<file path="src/rtl/jpeg_dec_seq.sv">
// Frame-level decode sequencer: flushes the core, kicks one VLD run per ECS,
// counts output blocks until the frame drains, and reports errors/timeouts/aborts.
module jpeg_dec_seq #(
    parameter int unsigned TO_W = 24
) (
    input  logic            HCLK,
    input  logic            HRESET,
    input  logic            START,
    input  logic            ABORT,
    input  logic [31:0]     C_BLK_TOT,
    input  logic [TO_W-1:0] C_TIMEOUT,
    input  logic            VLD_FIN,
    input  logic            VLD_ECS_FIN,
    input  logic [2:0]      ERR_INFO,
    input  logic            BLK_DONE,
    output logic            INIT,
    output logic            VLD_START,
    output logic            BUSY,
    output logic            DONE_IRQ,
    output logic            ERR_IRQ,
    output logic [4:0]      ERR_CODE,
    output logic [15:0]     ECS_CNT,
    output logic [31:0]     BLK_CNT
);

    typedef enum logic [2:0] {
        S_IDLE, S_FLUSH, S_KICK, S_RUN, S_DRAIN, S_FAIL
    } state_t;

    state_t          state_q, state_d;
    logic            gap_q, gap_d;
    logic [31:0]     tot_q, tot_d;
    logic [TO_W-1:0] to_q, to_d;
    logic [TO_W-1:0] wd_q, wd_d;
    logic            init_q, init_d;
    logic            vs_q, vs_d;
    logic            busy_q, busy_d;
    logic            done_q, done_d;
    logic            erri_q, erri_d;
    logic [4:0]      code_q, code_d;
    logic [15:0]     ecs_q, ecs_d;
    logic [31:0]     blk_q, blk_d;

    logic            counting, err_active, wd_run, wd_clr;
    logic            abort_ev, vld_err, to_ev;
    logic [TO_W-1:0] wd_inc;

    always_comb begin
        state_d = state_q;
        gap_d   = gap_q;
        tot_d   = tot_q;
        to_d    = to_q;
        wd_d    = wd_q;
        code_d  = code_q;
        ecs_d   = ecs_q;
        blk_d   = blk_q;
        done_d  = 1'b0;

        counting   = (state_q != S_IDLE) && (state_q != S_FAIL);
        err_active = (state_q == S_KICK) || (state_q == S_RUN) || (state_q == S_DRAIN);
        wd_run     = (state_q == S_RUN) || (state_q == S_DRAIN);
        wd_clr     = VLD_ECS_FIN || BLK_DONE;
        wd_inc     = wd_q + 1'b1;
        abort_ev   = ABORT && counting;
        vld_err    = err_active && (ERR_INFO != 3'b000);
        // Compare the incremented count so a limit of N fires after N idle cycles.
        to_ev      = wd_run && (to_q != '0) && !wd_clr && (wd_inc == to_q);

        if (counting && BLK_DONE && (blk_q != tot_q))
            blk_d = blk_q + 32'd1;

        if ((state_q == S_KICK) || wd_clr)
            wd_d = '0;
        else if (wd_run)
            wd_d = wd_inc;

        case (state_q)
            S_IDLE: begin
                if (START) begin
                    tot_d  = C_BLK_TOT;
                    to_d   = C_TIMEOUT;
                    wd_d   = '0;
                    ecs_d  = '0;
                    blk_d  = '0;
                    code_d = '0;
                    if (C_BLK_TOT == 32'd0)
                        done_d = 1'b1;
                    else
                        state_d = S_FLUSH;
                end
            end
            S_FLUSH: begin
                state_d = S_KICK;
                gap_d   = 1'b0;
            end
            // A re-kick spends one quiet cycle in KICK before pulsing VLD_START.
            S_KICK: begin
                if (gap_q)
                    gap_d = 1'b0;
                else
                    state_d = S_RUN;
            end
            S_RUN: begin
                if (VLD_FIN) begin
                    state_d = S_DRAIN;
                end else if (VLD_ECS_FIN) begin
                    state_d = S_KICK;
                    gap_d   = 1'b1;
                end
            end
            S_DRAIN: begin
                if (blk_d == tot_q) begin
                    state_d = S_IDLE;
                    done_d  = 1'b1;
                end
            end
            S_FAIL:  state_d = S_IDLE;
            default: state_d = S_IDLE;
        endcase

        if (abort_ev || vld_err || to_ev) begin
            state_d = S_FAIL;
            done_d  = 1'b0;
            code_d  = {abort_ev, to_ev, err_active ? ERR_INFO : 3'b000};
        end

        vs_d   = (state_d == S_KICK) && !gap_d;
        if (vs_d)
            ecs_d = ecs_q + 16'd1;
        init_d = (state_d == S_FLUSH) || (state_d == S_FAIL);
        busy_d = (state_d != S_IDLE);
        erri_d = (state_d == S_FAIL);
    end

    always_ff @(posedge HCLK) begin
        if (HRESET) begin
            state_q <= S_IDLE;
            gap_q   <= 1'b0;
            tot_q   <= '0;
            to_q    <= '0;
            wd_q    <= '0;
            init_q  <= 1'b0;
            vs_q    <= 1'b0;
            busy_q  <= 1'b0;
            done_q  <= 1'b0;
            erri_q  <= 1'b0;
            code_q  <= '0;
            ecs_q   <= '0;
            blk_q   <= '0;
        end else begin
            state_q <= state_d;
            gap_q   <= gap_d;
            tot_q   <= tot_d;
            to_q    <= to_d;
            wd_q    <= wd_d;
            init_q  <= init_d;
            vs_q    <= vs_d;
            busy_q  <= busy_d;
            done_q  <= done_d;
            erri_q  <= erri_d;
            code_q  <= code_d;
            ecs_q   <= ecs_d;
            blk_q   <= blk_d;
        end
    end

    assign INIT      = init_q;
    assign VLD_START = vs_q;
    assign BUSY      = busy_q;
    assign DONE_IRQ  = done_q;
    assign ERR_IRQ   = erri_q;
    assign ERR_CODE  = code_q;
    assign ECS_CNT   = ecs_q;
    assign BLK_CNT   = blk_q;

endmodule

</file>
<file path="config.mk">
export PLATFORM = sky130hd
export DESIGN_NAME = jpeg_dec_seq
export DESIGN_NICKNAME = d
export VERILOG_FILES = /design/src/rtl/jpeg_dec_seq.sv
export SDC_FILE = /design/constraint.sdc
export NUM_CORES = 1
export LEC_CHECK = 0
export CAP_MARGIN = 40
export CORE_MARGIN = 1
export CORE_UTILIZATION = 59
export DETAILED_ROUTE_END_ITERATION = 7
export GPL_ROUTABILITY_DRIVEN = 0
export PLACE_DENSITY_LB_ADDON = 0.05
export SYNTH_ARGS = -nofsm -noshare
export SYNTH_HDL_FRONTEND = slang
export SYNTH_SLANG_ARGS = --single-unit
</file>
<file path="constraint.sdc">
create_clock -name HCLK -period 8.9 [get_ports HCLK]
set_clock_uncertainty 0.05 [all_clocks]
set_input_delay 1.78 -clock HCLK [delete_from_list [all_inputs] [get_ports HCLK]]
set_output_delay 1.78 -clock HCLK [all_outputs]
set_load 0.005 [all_outputs]
</file>
==> results of run 1 <==
flip-flops by register name, summed over array words and instances (netlist names), 3 cells and up:
name	flops
BLK_CNT	32
ECS_CNT	16
ERR_CODE	5
state_q	3
to_q	24
tot_q	32
wd_q	24
through the flow:
step,std cells,hold WS [ns],area [µm²]
floorplan,1026,0.398,7920
global placement,1272,0.391,9170
detailed placement,1272,0.410,9170
CTS,1304,0.418,9860
global route,1304,0.446,9860
finish,1304,0.413,9860
how the worst max path moves through the flow:
stage	from	endpoint	slack [ns]
3_3_place_gp	C_BLK_TOT[23]	ECS_CNT[2]	3.66
6_report	C_BLK_TOT[28]	ECS_CNT[9]	3.80
5_1_grt	C_BLK_TOT[28]	ECS_CNT[8]	3.59
3_5_place_dp	C_BLK_TOT[28]	ECS_CNT[9]	3.51
4_1_cts	C_BLK_TOT[28]	ECS_CNT[9]	3.90
2_1_floorplan	START	ECS_CNT[14]	5.16
final cells by class:
type                       count  share of cell area (%)
clock buffer                  23                    4.95
tap                          172                    2.18
clock inverter                 9                    2.05
sequential                   142                    28.8
multi-input combinational    817                    48.7
timing repair buffer         129                    12.9
inverter                      12                   0.457
synth_stat cells, types with 11 or more instances:
| library cell | number |
|---|---|
| sky130_fd_sc_hd__nand2_1 | 170 |
| sky130_fd_sc_hd__dfxtp_1 | 142 |
| sky130_fd_sc_hd__xnor2_1 | 70 |
| sky130_fd_sc_hd__nand3_1 | 31 |
| sky130_fd_sc_hd__nor3_1 | 19 |
| sky130_fd_sc_hd__nor4_1 | 28 |
| sky130_fd_sc_hd__a21oi_1 | 92 |
| sky130_fd_sc_hd__and3_1 | 26 |
| sky130_fd_sc_hd__nor3b_1 | 14 |
| sky130_fd_sc_hd__buf_2 | 11 |
| sky130_fd_sc_hd__o21ai_0 | 33 |
| sky130_fd_sc_hd__inv_1 | 12 |
| sky130_fd_sc_hd__clkbuf_1 | 36 |
| sky130_fd_sc_hd__nor2_1 | 128 |
| sky130_fd_sc_hd__xor2_1 | 50 |
| sky130_fd_sc_hd__nand4_1 | 21 |
per-layer routing:
metal | global-route usage, % | part of all wire, % | vias to the layer above
met3 | 8.48 | 9.5 | 59
li1 | - | - | 3754
met1 | 44.7 | 45 | 3657
met2 | 47.7 | 42 | 388
met4 | 14.2 | 2.6 | 0
met5 | 0 | 0 | -
cells in the final DEF (no fill, tap or decap), types with 5 or more instances in the layout:
master / netlist / layout
sky130_fd_sc_hd__or3_1: 8 / 8
sky130_fd_sc_hd__nor4_1: 28 / 28
sky130_fd_sc_hd__mux2i_1: 7 / 7
sky130_fd_sc_hd__nand3_1: 31 / 31
sky130_fd_sc_hd__and4_1: 6 / 6
sky130_fd_sc_hd__nor3b_1: 14 / 14
sky130_fd_sc_hd__buf_4: 0 / 6
sky130_fd_sc_hd__nor2_1: 128 / 128
sky130_fd_sc_hd__inv_1: 12 / 12
sky130_fd_sc_hd__and3_1: 26 / 26
sky130_fd_sc_hd__nand3b_1: 7 / 7
sky130_fd_sc_hd__o21ai_0: 33 / 33
sky130_fd_sc_hd__nor2b_1: 9 / 9
sky130_fd_sc_hd__nor3_1: 19 / 19
sky130_fd_sc_hd__nand2_1: 170 / 170
sky130_fd_sc_hd__bufinv_16: 0 / 6
sky130_fd_sc_hd__a21oi_1: 92 / 92
sky130_fd_sc_hd__and2_1: 6 / 6
sky130_fd_sc_hd__a31oi_1: 5 / 5
sky130_fd_sc_hd__xnor2_1: 70 / 70
sky130_fd_sc_hd__nand2b_1: 5 / 5
sky130_fd_sc_hd__dfxtp_1: 142 / 142
sky130_fd_sc_hd__nand4_1: 21 / 21
sky130_fd_sc_hd__xor2_1: 50 / 50
sky130_fd_sc_hd__clkdlybuf4s50_1: 0 / 122
sky130_fd_sc_hd__clkbuf_16: 0 / 17
worst max-delay path: stages:
cell                              delay, ns
sky130_fd_sc_hd__clkdlybuf4s50_1       0.45
sky130_fd_sc_hd__nor4_1                0.77
sky130_fd_sc_hd__nand4_1               0.21
sky130_fd_sc_hd__o21ai_0               0.27
sky130_fd_sc_hd__o21ai_0               0.22
sky130_fd_sc_hd__or3_1                 0.78
sky130_fd_sc_hd__nand2_1               0.45
sky130_fd_sc_hd__o21ai_0               0.17
sky130_fd_sc_hd__a21oi_1               0.19
sky130_fd_sc_hd__nor2_1                0.05
power groups by stage:
stage | logic (mW) | clock network (mW) | registers [mW]
after floorplan | 0.534 | 0 | 0.776
after global placement | 0.715 | 0 | 0.808
after detailed placement | 0.724 | 0 | 0.811
after CTS | 0.734 | 0.838 | 0.799
after global routing | 0.817 | 0.865 | 0.810
final | 0.745 | 0.833 | 0.802
logic make-up after synthesis:
family          synth area share (%)
xor+xnor                        13.7
buf+inv                         3.57
simple gates                    30.9
mux                            0.885
flops                           35.9
fa+ha+maj                      0.600
compound gates                  14.5
==> metrics list, run 1 <==
- Result of the run: completed
- Setup slack on the critical path of the routed design comes to approximately 3.8 ns.
- In this run, CTS created clock tree buffers numbering 17.
- Across all layers, the routed design uses slightly below 8000 vias.
- For flop-to-flop paths, the worst setup slack is 5.14 ns.
* Wire length of the first global-routing pass: about 36 mm
* Number of failing setup endpoints in the final timing report: 0
* Overflow after GRT: 0
* Combined area of the multi-input logic cells: between 0.004 and 0.005 mm²
* Post-synth top area share: a little over a third
- Global routing usage summed across all routing layers: approximately 33%
* Switching part of the total power: a little over a third
- For the pin with the worst max-slew slack, the measured transition is between 0.8 and 0.9 ns.
- Seq. cell area: approximately 0.0028 mm²
- The worst hold path was traced through 2 stages.
* Synthesized net count: 1095
- Final worst path period share: 57.3%
- Final Hold Fails: 0
- After detailed routing, the average wire length per cell comes to about 17 µm.
- In this run, post-CTS repair resized a total of 0 instances.
* Number of port buffers: 123
* Utilization after layout: 76.6%
- End of the worst register-to-register path: BUSY
* Number of placement rows: slightly above 40
- Syn-to-layout area delta: 24.6%
- Cell type contributing the most total cell area after synthesis: sky130_fd_sc_hd__dfxtp_1
- For this run, the number of Yosys warnings is 0.
- Residual antenna-violating net count after detailed routing: 0
- The worst hold path terminates at tot_q[4].
- Placed wire-length estimate after detailed placement: ~16 mm
- In this run the static leakage power is 3.49 nW.
* Post-synth cell types: 74
* Vias per cell: roughly 6.0
- Worst relative slew slack: between 40% and 50%
- Fraction of registers with async set/reset: 0%
* Psw: approximately 0.83 mW
- Measured along the x axis, the die boundary spans between 100 and 150 µm.
* Antenna diodes: 0
* Length of the first detailed-routing pass in iterations: 6
* DRC violations left: 0
- Final critical path time including I/O delays and setup: approximately 5.1 ns
* Die height: around 120 µm
- The completed layout was analyzed and its total power is approximately 2.4 mW.
* Critical path data required time: 9.13 ns
* Io pins: between 100 and 150
- TritonCTS sink count: 142
- The floorplan step defined a die boundary enclosing between 0.01 and 0.015 mm².
* Clock Path Buffers: 2
- Violation count after the first detailed-route iteration: between 900 and 1000
- By area the synthesized netlist is led by sky130_fd_sc_hd__dfxtp_1 36%, sky130_fd_sc_hd__nand2_1 8.1%, sky130_fd_sc_hd__xnor2_1 7.7%, sky130_fd_sc_hd__nor2_1 6.1%, sky130_fd_sc_hd__a21oi_1 5.8%.
* Arrival time at the worst endpoint: roughly 5.3 ns
* TritonCTS clock tree: yes
- Dividing total power by cell area gives a power density of roughly 240 mW/mm².
* Number of enable-type register cells in the synthesized netlist: 0
* Final Max Tran Viols: 0
* Setup repair after global routing missed its margin: no
* Max-cap check violation count: 0
- Yosys reg bits: around 140
* Number of H-tree levels: 4
- Registers are responsible for between 30% and 40% of the overall power.
- Setup total negative slack on the finished layout was measured at 0 ns.
- STA classifies the critical path endpoint as a flop.
- For the worst-skew pair, the clock arrives at the later sink with an insertion delay of between 0.4 and 0.5 ns.
- Hold Path Class: reg2reg
- For this configuration, the core starts out at a cell density of 61.5%.
* Fraction of layout cells with a size suffix above 1: around 5.1%
- Entering global routing, the biggest net connects 88 pins.
- At the end of the flow, the number of nets in the layout was roughly 1200.
- Cell internal pwr: around 1.5 mW
- After clock tree synthesis, the clock-pin slew on the worst setup and hold paths is around 0.06 ns.
- The tree is rooted in a sky130_fd_sc_hd__clkbuf_16.
* Startpoint kind of the worst setup timing path: primary input
- Post-synth top flop: sky130_fd_sc_hd__dfxtp_1
* Cells on worst reg2reg path: 10
- Share of power burned in the clock network: 35.0%
- Post-CTS setup-driven buffer insertion count: 0
* Number of cells produced by synthesis: 1026
- The critical path is of the in2reg type.
- Prior to clock tree synthesis, the placed netlist has a worst setup slack of ~3.5 ns.
* Top fanout value on the critical path: 30
- Hold repair after CTS inserted 0 buffers.
- Placeable core area: between 0.01 and 0.015 mm²
* Share of synthesized area occupied by flip-flops and latches: between 30% and 40%
- Number of antenna violations at the first check in global routing: 0
- Final wirelength: 22.3 mm
* Reg-to-reg startpoint: BLK_CNT[0]
* Hold wc startpoint: tot_q[4]
* Worst supply voltage drop on vdd: 199 µV
* Top achievable clock speed: about 200 MHz
- Combinational logic burns a little under a third of the power.
* Post-Synthesis Cell Area: slightly below 0.008 mm²
- The number of global-route vias before repair is between 7000 and 8000.
- Filler cells: about 1000
* Avg Synthesized Cell Area: ~7.7 µm²
Note: power is estimated with default switching activity, not from simulation.
==> inputs of run 2 (changes only) <==
--- a/config.mk
+++ b/config.mk
@@ -7,7 +7,7 @@
 export LEC_CHECK = 0
 export CAP_MARGIN = 40
 export CORE_MARGIN = 1
-export CORE_UTILIZATION = 59
+export CORE_UTILIZATION = 55
 export DETAILED_ROUTE_END_ITERATION = 7
 export GPL_ROUTABILITY_DRIVEN = 0
 export PLACE_DENSITY_LB_ADDON = 0.05
==> constraint.sdc (replaced) <==
create_clock -name HCLK -period 4.9 [get_ports HCLK]
set_clock_uncertainty 0.05 [all_clocks]
set_input_delay 0.98 -clock HCLK [delete_from_list [all_inputs] [get_ports HCLK]]
set_output_delay 0.98 -clock HCLK [all_outputs]
set_load 0.005 [all_outputs]
==> metrics list, run 2 (same netlist as run 1, synthesis figures left out) <==
- Met3 Resource Use GR: 7.91% (-0.57 points)
* Startpoint kind of the worst setup timing path: primary input
* Final wirelength: 22.0 mm (-1.6%)
* Leakage power figure: 3.44 nW (-1.5%)
* Io pins: 124 (unchanged)
* Residual antenna-violating net count after detailed routing: 0 (unchanged)
- Crit path kind: in2reg
- Post-CTS Hold Fix Bufs: 0 (unchanged)
- The tightest slew margin relative to the limit is 33.7% (-6.8 points).
* TritonCTS sink count: 142 (unchanged)
- Via Count: 7629 (-2.9%)
- Length of the first detailed-routing pass in iterations: 5 (-1)
- Most frequent CP cell: sky130_fd_sc_hd__o21ai_0
* Post-Layout Inst Area: 0.00979 mm² (-0.71%)
* Final critical path time including I/O delays and setup: between 4 and 5 ns
- The count of final hold-check violations came to 0 (unchanged).
- Crit path capture type: flop
* CTS clock-pin slew for the worst setup and hold paths: 0.06 ns (about the same)
- Overflow after GRT: 0 (unchanged)
- Placed wire-length estimate after detailed placement: 15.9 mm (+1.2%)
- Number of failing setup endpoints in the final timing report: 0 (unchanged)
- The total track usage is 30.4% (-2.1 points).
* Clock Path Buffers: 2 (unchanged)
* Post-Layout Cell Count: 1312 (+0.61%)
* Vias per cell: 5.81 (-3.5%)
- The maximum fanout along the worst path is 12 (-60%).
- Hold Path Class: reg2reg
- TritonCTS clock tree: yes
- The placed instance count is 1281 (+0.71%).
- Routing layer with the top usage in global route: met1
- The routed length per instance is 16.7 µm (-2.2%).
* Final worst path period share: ~87%
* Worst supply voltage drop on vdd: 343 µV (+72%)
- The final standard cell utilization of the core was 70.0% (-6.6 points).
- Antenna diodes: 0 (unchanged)
- The total of max-cap violations came to 0 (unchanged).
- Minimum hold slack: 0.418 ns (+0.00437 ns)
- Leading cell type in the layout, fill and taps excluded: sky130_fd_sc_hd__nand2_1
- Setup repair after global routing left no endpoint under its margin.
- The post-placement worst setup slack was 0.501 ns (-3.00 ns).
- The instance area after placement was 0.00919 mm² (+0.19%).
* Arrival time at the worst endpoint: 4.49 ns (-0.84 ns)
* Final Max Tran Viols: 0 (unchanged)
* Post_cts resized: 0 (unchanged)
- Post-route worst setup slack: 0.656 ns (-3.15 ns)
- The share of cells above drive strength 1 came to 5.21% (+0.088 points).
- The area of the die came to 0.0149 mm² (+7.1%).
- Result of the run: completed
- In this run the clock root is driven by a sky130_fd_sc_hd__clkbuf_16.
- The maximum level of the CTS H-tree is 4 (unchanged).
* Die height: 122 µm (+3.5%)
- Number of antenna violations at the first check in global routing: 0 (unchanged)
- The quantity of I/O buffers inserted on ports was 123 (unchanged).
* Library cell contributing the largest single delay on the critical path: sky130_fd_sc_hd__nor4_1
- The x dimension of the die was 122 µm (+3.5%).
* Total power: 4.13 mW (+74%)
- Starting Density: 56.6% (-4.9 points)
- Timing would allow up to roughly 240 MHz.
- The number of remaining DRC errors is 0 (unchanged).
- Wire length of the first global-routing pass: 35.2 mm (-2.8%)
* Clock buffers created by TritonCTS: 17 (unchanged)
- Met1 Use GR: 44.1% (-0.60 points)
- The count of buffers added by post-CTS timing repair for setup was 0 (unchanged).
- In the layout the commonest cells are 170 x sky130_fd_sc_hd__nand2_1, 142 x sky130_fd_sc_hd__dfxtp_1, 128 x sky130_fd_sc_hd__nor2_1, 122 x sky130_fd_sc_hd__clkdlybuf4s50_1, 92 x sky130_fd_sc_hd__a21oi_1.
* Placeable core area: 0.0140 mm² (+8.6%)
* Met2 usage: 43.3% (-4.4 points)
- The fill cell total of the finished layout is 1216 (+21%).
* Syn-to-layout area delta: 23.7%
- Traced cell by cell, the critical path runs through clkdlybuf4s50_1, nor4_1, nand4_1, o21ai_0, o21ai_0, or3_1, nand2_1, o21ai_0, a21oi_1, nor2_1.
* Violation count after the first detailed-route iteration: 780 (-16%)
- The power per unit of standard cell area came to 422 mW/mm² (+75%).
* Fin Setup TNS: 0 ns (unchanged)
* Critical path data required time: 5.15 ns (-3.98 ns)
- The layout net count came to 1189 (+0.084%).
* Least-Margin Pin Slew: 0.985 ns (+0.0936 ns)
- Peak per-stage delay on the critical path: 0.86 ns (+0.08 ns)
- The largest net degree at the start of global routing came to 61 (-31%).
- The number of global-route vias before repair was 6880 (-6.6%).
* Skew-Pair Late Insertion Delay: 0.43 ns (about the same)
- The number of placement rows was 43 (+4.9%).
[run 2: report_power, final]
part / total, mW / internal [mW] / switching [mW]
combinational: 1.35 / 0.508 / 0.839
clock: 1.33 / 0.814 / 0.511
sequential: 1.46 / 1.29 / 0.165
[run 2: routing by layer]
| layer | vias up | part of all wire [%] | wire length (µm) |
|---|---|---|---|
| met5 | - | 0 | 0 |
| met4 | 0 | 1.4 | 299 |
| met3 | 29 | 8.8 | 1940 |
| met2 | 327 | 42 | 9170 |
| met1 | 3524 | 48 | 10500 |
| li1 | 3749 | - | - |
[run 2: worst max-delay path: cells and delay by family]
kind	cells	cell delay [ns]
compound gates	4	0.94
simple gates	5	2.14
buf+inv	1	0.43
[run 2: cell type report]
type	instances	area, µm²	area share (%)
well taps	180	225	2.30
clock buffers	19	443	4.52
clock inverters	12	160	1.64
repair buffers	130	1280	13.1
multi-input cells	817	4800	49.0
inverters	12	45.0	0.460
flip-flops and latches	142	2840	29.0
[run 2: worst paths after layout]
check	slack, ns	from	depth (start not counted)	to
max reg2reg	1.31	BLK_CNT[1]	10	state_q[2]
min	0.42	tot_q[11]	2	tot_q[11]
max	0.66	C_BLK_TOT[16]	10	ECS_CNT[8]
min reg2reg	0.42	tot_q[11]	2	tot_q[11]
==> inputs of run 3 (changes only) <==
--- a/config.mk
+++ b/config.mk
@@ -6,10 +6,12 @@
 export NUM_CORES = 1
 export LEC_CHECK = 0
 export CAP_MARGIN = 40
+export CORE_ASPECT_RATIO = 0.7
 export CORE_MARGIN = 1
 export CORE_UTILIZATION = 55
 export DETAILED_ROUTE_END_ITERATION = 7
 export GPL_ROUTABILITY_DRIVEN = 0
+export GPL_TIMING_DRIVEN = 0
 export PLACE_DENSITY_LB_ADDON = 0.05
 export SYNTH_ARGS = -nofsm -noshare
 export SYNTH_HDL_FRONTEND = slang
==> metrics list, run 3 (same netlist as run 1, synthesis figures left out) <==
- The library cell used most frequently in the layout, excluding fill and tap cells, is sky130_fd_sc_hd__nand2_1.
* Residual antenna-violating net count after detailed routing: 0 (unchanged)
* Post-Layout Inst Area: 0.00999 mm² (+2.0%)
- The startpoint identified for the worst register-to-register timing path is BLK_CNT[1].
* Average wire per standard cell: 18.0 µm (+7.5%)
- The flow ran to the end, and the final reports show no timing, DRC or antenna violations.
- Fin Setup TNS: 0 ns (unchanged)
- Arrival time at the worst endpoint: 4.34 ns (-0.15 ns)
- The total number of vias came to 8134 (+6.6%).
- Final worst path period share: 83.4% (-3.2 points)
* Leading cell types in the layout, fill and taps excluded: 170 x sky130_fd_sc_hd__nand2_1, 142 x sky130_fd_sc_hd__dfxtp_1, 128 x sky130_fd_sc_hd__nor2_1, 123 x sky130_fd_sc_hd__clkdlybuf4s50_1, 92 x sky130_fd_sc_hd__a21oi_1
- Crit path capture type: flop
- The maximum vdd drop came to 265 µV (-23%).
* End of the worst register-to-register path: DONE_IRQ
* Violation count after the first detailed-route iteration: 931 (+19%)
- Max-cap check violation count: 0 (unchanged)
- Number of placement rows: 36 (-16%)
* Worst relative slew slack: 37.2% (+3.5 points)
- PD cells: 424 mW/mm² (+0.68%)
* Top achievable clock speed: 245 MHz (+3.8%)
- The post-cts sizing count was 0 (unchanged).
- The area of the die came to 0.0149 mm² (about the same).
* Final wirelength: 24.7 mm (+12%)
* Origin of the worst setup path: C_BLK_TOT[16]
- Compared with the post-synthesis result, the final layout area differs by 26.2%.
- TritonCTS built the clock tree.
- The total track usage came to 33.5% (+3.1 points).
* Via count of the first global-routing pass: 7098 (+3.2%)
* Vias per cell: 5.93 (+2.0%)
- DRC violations left: 0 (unchanged)
- Placed wire-length estimate after detailed placement: 18.2 mm (+14%)
- The total congestion overflow came to 0 (unchanged).
* Register-to-register setup slack: 0.94 ns (-0.37 ns)
- The hold-fix buffer count after cts was 0 (unchanged).
* TritonCTS sink count: 142 (unchanged)
- Critical path data required time: 5.15 ns (about the same)
- Startpoint kind of the worst setup timing path: primary input
* Wire length of the first global-routing pass: 38.3 mm (+8.6%)
- Setup repair after global routing missed its margin: no
- The number of buffers on the longest clock path is 2 (unchanged).
- Die height: 102 µm (-16%)
- The total setup violations reported at the end of the flow was 0 (unchanged).
- The later-pin clock latency in the skew report came to 0.43 ns (about the same).
- Length of the first detailed-routing pass in iterations: 6 (+1)
- The most critical setup path has its endpoint at ECS_CNT[2].
* Number of nets in the finished design: 1238 (+4.1%)
- Hold Path Class: reg2reg
- The share of cells above drive strength 1 came to 5.67% (+0.46 points).
- The initial core utilization came to 56.7% (+0.10 points).
* Number of H-tree levels: 4 (unchanged)
* Least-Margin Pin Slew: 0.942 ns (-0.0429 ns)
* Largest net degree at the start of global routing: 17 (-72%)
- The clock-pin slew of the registers on the worst-case setup and hold paths is 0.06 ns (about the same).
- The number of pins exceeding their max-slew limit in the final report is 0 (unchanged).
* Post-DP Area: 0.00940 mm² (+2.3%)
- Minimum hold slack: 0.419 ns (+0.00147 ns)
- Antenna diodes: 0 (unchanged)
- Post-CTS setup-driven buffer insertion count: 0 (unchanged)
- The initial antenna violation count came to 0 (unchanged).
- The number of cell instances on the worst register-to-register path was 10 (unchanged).
- The quantity of I/O buffers inserted on ports came to 123 (unchanged).
* Final Hold Fails: 0 (unchanged)
- Clock Root Buffer: sky130_fd_sc_hd__clkbuf_16
- Die width: 145 µm (+19%)
- Placeable core area: 0.0140 mm² (-0.18%)
* Crit path kind: in2reg
* Final critical path time including I/O delays and setup: 4.09 ns (-0.156 ns)
- Clock buffers created by TritonCTS: 17 (unchanged)
- Filler cells: 1160 (-4.6%)
- Top fanout value on the critical path: 10 (-2)
* Io pins: 124 (unchanged)
- The leakage power came to 3.53 nW (+2.7%).
==> run 3: layout make-up <==
class	count	area, µm²	share of cell area, %
buffer	55	238	2.38
clock buffer	20	457	4.57
clock inverter	12	135	1.35
inverter	12	45.0	0.451
multi-input combinational	817	4790	48.0
sequential	142	2840	28.5
tap	190	238	2.38
timing repair buffer	124	1240	12.4
==> run 3: how the worst min path moves through the flow <==
stage / start / endpoint / slack, ns / cells after the start
floorplan: tot_q[0] / tot_q[0] / 0.40 / 2
global placement: tot_q[18] / tot_q[18] / 0.41 / 2
detailed placement: tot_q[13] / tot_q[13] / 0.41 / 2
CTS: tot_q[13] / tot_q[13] / 0.42 / 2
global route: tot_q[2] / tot_q[2] / 0.43 / 2
finish: tot_q[13] / tot_q[13] / 0.42 / 2
==> run 3: worst max-delay path, stage by stage <==
cell	delay, ns
sky130_fd_sc_hd__clkdlybuf4s50_1	0.42
sky130_fd_sc_hd__nor4_1	0.60
sky130_fd_sc_hd__nand4_1	0.36
sky130_fd_sc_hd__o21ai_0	0.39
sky130_fd_sc_hd__o21ai_0	0.24
sky130_fd_sc_hd__or3_1	0.46
sky130_fd_sc_hd__nand2_1	0.17
sky130_fd_sc_hd__clkbuf_1	0.31
sky130_fd_sc_hd__o21ai_0	0.18
sky130_fd_sc_hd__a21oi_1	0.17
sky130_fd_sc_hd__nor2_1	0.05
==> run 3: power by group <==
| group | internal, mW | switching, mW | total (mW) |
|---|---|---|---|
| Combinational | 0.534 | 0.961 | 1.50 |
| Sequential | 1.29 | 0.140 | 1.43 |
| Clock | 0.779 | 0.535 | 1.31 |
==> run 3: per-layer routing <==
metal / part of all wire [%] / global-route usage (%) / vias up / wire, µm
met2: 37 / 43.7 / 454 / 9220
met3: 13 / 12.5 / 37 / 3240
li1: - / - / 3852 / -
met1: 48 / 50.4 / 3791 / 11900
met4: 1.2 / 8.10 / 0 / 287
met5: 0 / 0 / - / 0
==> run 3: metrics by stage <==
stage,util (%),std cells,setup slack (ns),power [mW]
after floorplan,-,1026,1.96,2.38
after global placement,67.2,1339,0.567,2.85
after detailed placement,67.3,1340,0.551,2.87
after CTS,71.6,1372,0.972,4.19
after global routing,71.6,1372,0.759,4.42
final,71.6,1372,0.812,4.24
==> patch 1, RTL diff (config.mk and constraints of run 2) <==
`TO_W`: 24 -> 48.
--- a/src/rtl/jpeg_dec_seq.sv
+++ b/src/rtl/jpeg_dec_seq.sv
@@ -1,7 +1,7 @@
 // Frame-level decode sequencer: flushes the core, kicks one VLD run per ECS,
 // counts output blocks until the frame drains, and reports errors/timeouts/aborts.
 module jpeg_dec_seq #(
-    parameter int unsigned TO_W = 24
+    parameter int unsigned TO_W = 48
 ) (
     input  logic            HCLK,
     input  logic            HRESET,
Ports: changed (resized C_TIMEOUT); port bits go from 124 to 148. No check against the original RTL was run, so the function may have changed too.
==> patch 1 against run 2 <==
- register-to-register slack lost 740 ps
- combinational power grew 23%
- design area rose by 32%
- area after synthesis increased by 36%
- critical path depth up 1
- synthesized cell count grew 38%
- worst setup slack worse by 88 ps
- die area is 35% higher
- largest cell class unchanged
- routed wire length rose by 49%
- sequential cell count rose by 48
- critical endpoint is now DONE_IRQ
- fmax fell by 2.0%
- final cell count grew 36%
- total power up 24%
==> patch 1: results (changes against run 2) <==
* Status: completed
* CTS Root Cell: clkbuf_16
* Warnings from Yosys at 0 (unchanged)
* Vias in the first global route at 10231 (+49%)
* Dominant cells by area after synthesis: dfxtp_1, xnor2_1, nand2_1
* Clk pin slew, worst setup/hold paths at 80 ps (+20 ps)
* GRT Total Usage at 32.86% (+2.4 points)
* Arrival time at the worst endpoint at 4630 ps (+140 ps)
* Sw Ratio at 37.26% (+0.54 points)
* DRT iter0 DRCs at 1018 (+31%)
* Count of cell types in the netlist at 70 (-5.4%)
* Final Max Slew Viols at 0 (unchanged)
* Worst-path fanout max at 10 (-2)
* Antenna cells at 0 (unchanged)
* Hold EP: tot_q[24]
* Min-Delay Startpoint: tot_q[24]
* Worst relative slew slack at 40.59% (+6.9 points)
* Top Registers: to_q: 48 flops, wd_q: 48 flops
* Leakage power at 4.428 nW (+29%)
* Worst flop-to-flop path endpoint: DONE_IRQ
* Global-route wire length before repair at 52020 µm (+48%)
* Ys async rst share at 0% (unchanged)
* Number of cells on the worst hold path at 2 (unchanged)
* Post-synth top flop: dfxtp_1
* Sequential area share after synthesis at 35.32% (-0.58 points)
* CTS buffer count at 17 (unchanged)
* First-pass detailed-route iteration total at 7 (+2)
* Layout cells sized above 1 at 4.257% (-0.96 points)
* Setup WS pre-CTS at 481.1 ps (-19.93 ps)
* Mapped Nets at 1513 (+38%)
* Max Root-Sink Buffers at 2 (unchanged)
* DP Wirelength at 23660 µm (+49%)
* R2R setup slack at 570 ps (-740 ps)
* Post-cts sizing count at 0 (unchanged)
* Initial antenna violation count at 0 (unchanged)
* Minimum clock period at 4332 ps (+87.72 ps)
* Clock Latency Late Sink at between 400 and 500 ps
* Drt total wl at 32800 µm (+49%)
* Worst min path class: reg -> reg
* VDD IR max at 0.0002612 V (-24%)
* PortBufs at 147 (+20%)
* Largest net degree at the start of global routing at 82 (+34%)
* Post-synth top cells: nand2_1, dfxtp_1, nor2_1, a21oi_1, xnor2_1
* Vias per cell at 6.050 (+4.1%)
* CTS H-tree depth at 4 (unchanged)
* Reg2reg path depth at 11 (+1)
* Final net count at 1607 (+35%)
* Post CTS Setup Buffer Count at 0 (unchanged)
* Worst R2R Start: BLK_CNT[10]
## patch 1: cell type report
| class | count | area, µm² |
|---|---|---|
| Tap cell | 260 | 325.3 |
| Inverter | 16 | 60.06 |
| Fill cell | 1619 | 5978 |
| Clock inverter | 14 | 200.2 |
| Sequential cell | 190 | 3804 |
| Timing Repair Buffer | 160 | 1587 |
| Multi-Input combinational cell | 1129 | 6563 |
| Clock buffer | 18 | 439.2 |
## patch 1: worst max path at each step
stage,cells past startpoint,from,endpoint
floorplan,9,BLK_DONE,DONE_IRQ
global placement,10,BLK_DONE,DONE_IRQ
detailed placement,10,BLK_DONE,DONE_IRQ
CTS,11,BLK_CNT[10],DONE_IRQ
global route,11,BLK_CNT[10],DONE_IRQ
finish,11,BLK_CNT[10],DONE_IRQ
## patch 1: power groups by stage
stage / registers, mW / clock network [mW] / logic [mW]
after CTS: 1.95 / 1.52 / 1.63
after global placement: 1.98 / 0 / 1.60
after detailed placement: 1.98 / 0 / 1.61
final: 1.95 / 1.51 / 1.66
after floorplan: 1.88 / 0 / 1.14
after global routing: 1.97 / 1.58 / 1.80
## patch 1: cells by family after synthesis
family	count (synthesis)	share of synthesized area, %
fa+ha+maj	3	0.3486
compound gates	238	13.29
simple gates	699	31.69
flops	190	35.32
buf+inv	101	3.810
xor+xnor	185	15.17
mux	4	0.3718
## patch 1: worst max-delay path, stage by stage (launching register included)
cell     delay [ps]
dfxtp_1         480
xor2_1          210
nor4_1          550
and4_1          530
a21oi_1         220
buf_4           240
nor4_1          330
a21oi_1          80
or4_1           550
nor4_1          500
a41oi_1         200
nor4b_1         280
## patch 1: stage by stage
step                      utilization [%]  power [mW]  cells  hold WS, ps  cell area (µm²)
after CTS                           68.46       5.094   1787        418.3            12980
final                               68.46       5.122   1787        417.1            12980
after detailed placement            65.09       3.593   1755        408.4            12340
after global routing                68.46       5.360   1787        438.2            12980
after global placement              64.94       3.575   1754        405.0            12310
after floorplan                         -       3.019   1420        398.1            10770
## patch 1: layer usage
| metal | wire [µm] | track usage [%] | up-vias |
|---|---|---|---|
| li1 | - | - | 5156 |
| met1 | 13210 | 39.79 | 5024 |
| met2 | 15790 | 55.74 | 502 |
| met3 | 2251 | 6.258 | 130 |
| met4 | 1548 | 16.53 | 0 |
| met5 | 0 | 0 | - |
==> patch 2, RTL diff (flow settings as in run 2) <==
Without the edit above. Re-encode `state_t` (6 states) as one-hot, 6 bits wide.
--- a/src/rtl/jpeg_dec_seq.sv
+++ b/src/rtl/jpeg_dec_seq.sv
@@ -23,8 +23,8 @@
     output logic [31:0]     BLK_CNT
 );
 
-    typedef enum logic [2:0] {
-        S_IDLE, S_FLUSH, S_KICK, S_RUN, S_DRAIN, S_FAIL
+    typedef enum logic [5:0] {
+        S_IDLE = 6'b000001, S_FLUSH = 6'b000010, S_KICK = 6'b000100, S_RUN = 6'b001000, S_DRAIN = 6'b010000, S_FAIL = 6'b100000
     } state_t;
 
     state_t          state_q, state_d;
Check against the original RTL: no difference found for any inputs over 4 cycles, from zero or initial values and one cycle with HRESET high; so few cycles prove little.
==> patch 2 against run 2 <==
- routed wire length rose by 2.1%
- final cell count up 1.4%
- global-route usage about the same
- sequential cell count grew 3
- design area grew 1.5%
- area after synthesis up 1.9%
- die area grew 1.9%
- fmax up 4.4%
- sequential share of layout area increased by 0.17 points
- worst setup slack improved by 180 ps
- total power fell by 12%
==> patch 2: results (changes against run 2) <==
* Clock Latency Late Sink at 430 ps (about the same)
* Max incr delay on CP at 600 ps (-260 ps)
* VDD IR max at 0.0002959 V (-14%)
* Arrival time at the worst endpoint at 4390 ps (-100 ps)
* Cell area after layout at 0.009942 mm² (+1.5%)
* Largest net degree at the start of global routing at 72 (+18%)
* Final net count at 1208 (+1.6%)
* Vias in the first global route at 6989 (+1.6%)
* Routed via count at 7869 (+3.1%)
* Sequential area share after synthesis at 35.97% (+0.076 points)
* Fillcell total at 1250 (+2.8%)
* Worst-path fanout max at 9 (-3)
* Global-route wire length before repair at 35310 µm (+0.26%)
* Layout cells sized above 1 at 6.082% (+0.87 points)
* Dominant cells by area after synthesis: dfxtp_1, xnor2_1, nand2_1
* DRT iter0 DRCs at 892 (+14%)
* Slew @ Worst Pin at 873.5 ps (-111.6 ps)
* Post-synth top cells: nand2_1, dfxtp_1, nor2_1, xnor2_1, a21oi_1
* GRT Total Usage at 30.45% (about the same)
* DP Wirelength at 16160 µm (+1.7%)
* Leakage power at 3.407 nW (-0.84%)
* DP Area at 0.009388 mm² (+2.1%)
* Count of cell types in the netlist at 76 (+2.7%)
* Status: completed
* Setup WS pre-CTS at 449.3 ps (-51.73 ps)
* Mapped Nets at 1105 (+0.91%)
## patch 2: worst paths after layout
kind,start,endpoint,slack (ps),depth (start not counted)
min reg2reg,tot_q[18],tot_q[18],420,2
max,BLK_DONE,DONE_IRQ,830,11
max reg2reg,BLK_CNT[5],DONE_IRQ,1020,11
min,tot_q[18],tot_q[18],420,2
## patch 2: cells by family after synthesis
kind of cell | share of synthesized area (%)
muxes | 0.3877
adders and majority gates | 0.4652
DFF | 35.97
buffers and inverters | 3.768
AOI/OAI and AO/OA | 14.92
and+or+nand+nor | 29.93
xor gates and xnor gates | 14.56
## patch 2: layer usage
layer  GRT usage, %  wire, µm  up-vias
li1               -         -     3799
met1          42.54     10140     3671
met2          45.18      9812      358
met3          7.242      1945       41
met4          11.52       507        0
met5              0         0        -
## patch 2: stage by stage
stage	hold WS (ps)	std cells
2_1_floorplan	398.8	1036
3_3_place_gp	408.1	1299
3_5_place_dp	414.0	1300
4_1_cts	422.6	1331
5_1_grt	443.9	1331
6_report	423.3	1331
## patch 2: power by group
group / switching [mW] / internal [mW]
logic: 0.591 / 0.392
registers: 0.134 / 1.28
clock network: 0.514 / 0.713
total: 1.24 / 2.39
## patch 2: worst min-delay path, delay by kind of cell, from the launching register on
family | cells | cell delay [ps]
flip-flops | 1 | 320
AND/OR/NAND/NOR | 1 | 50
AO/OA/AOI/OAI | 1 | 50
## patch 2: cell type report
class | instances | area share, %
flip-flops and latches | 145 | 29.20
repair buffers | 136 | 13.34
multi-input cells | 821 | 48.94
clock buffers | 20 | 4.493
clock inverters | 11 | 1.082
inverters | 18 | 0.6796
well taps | 180 | 2.265
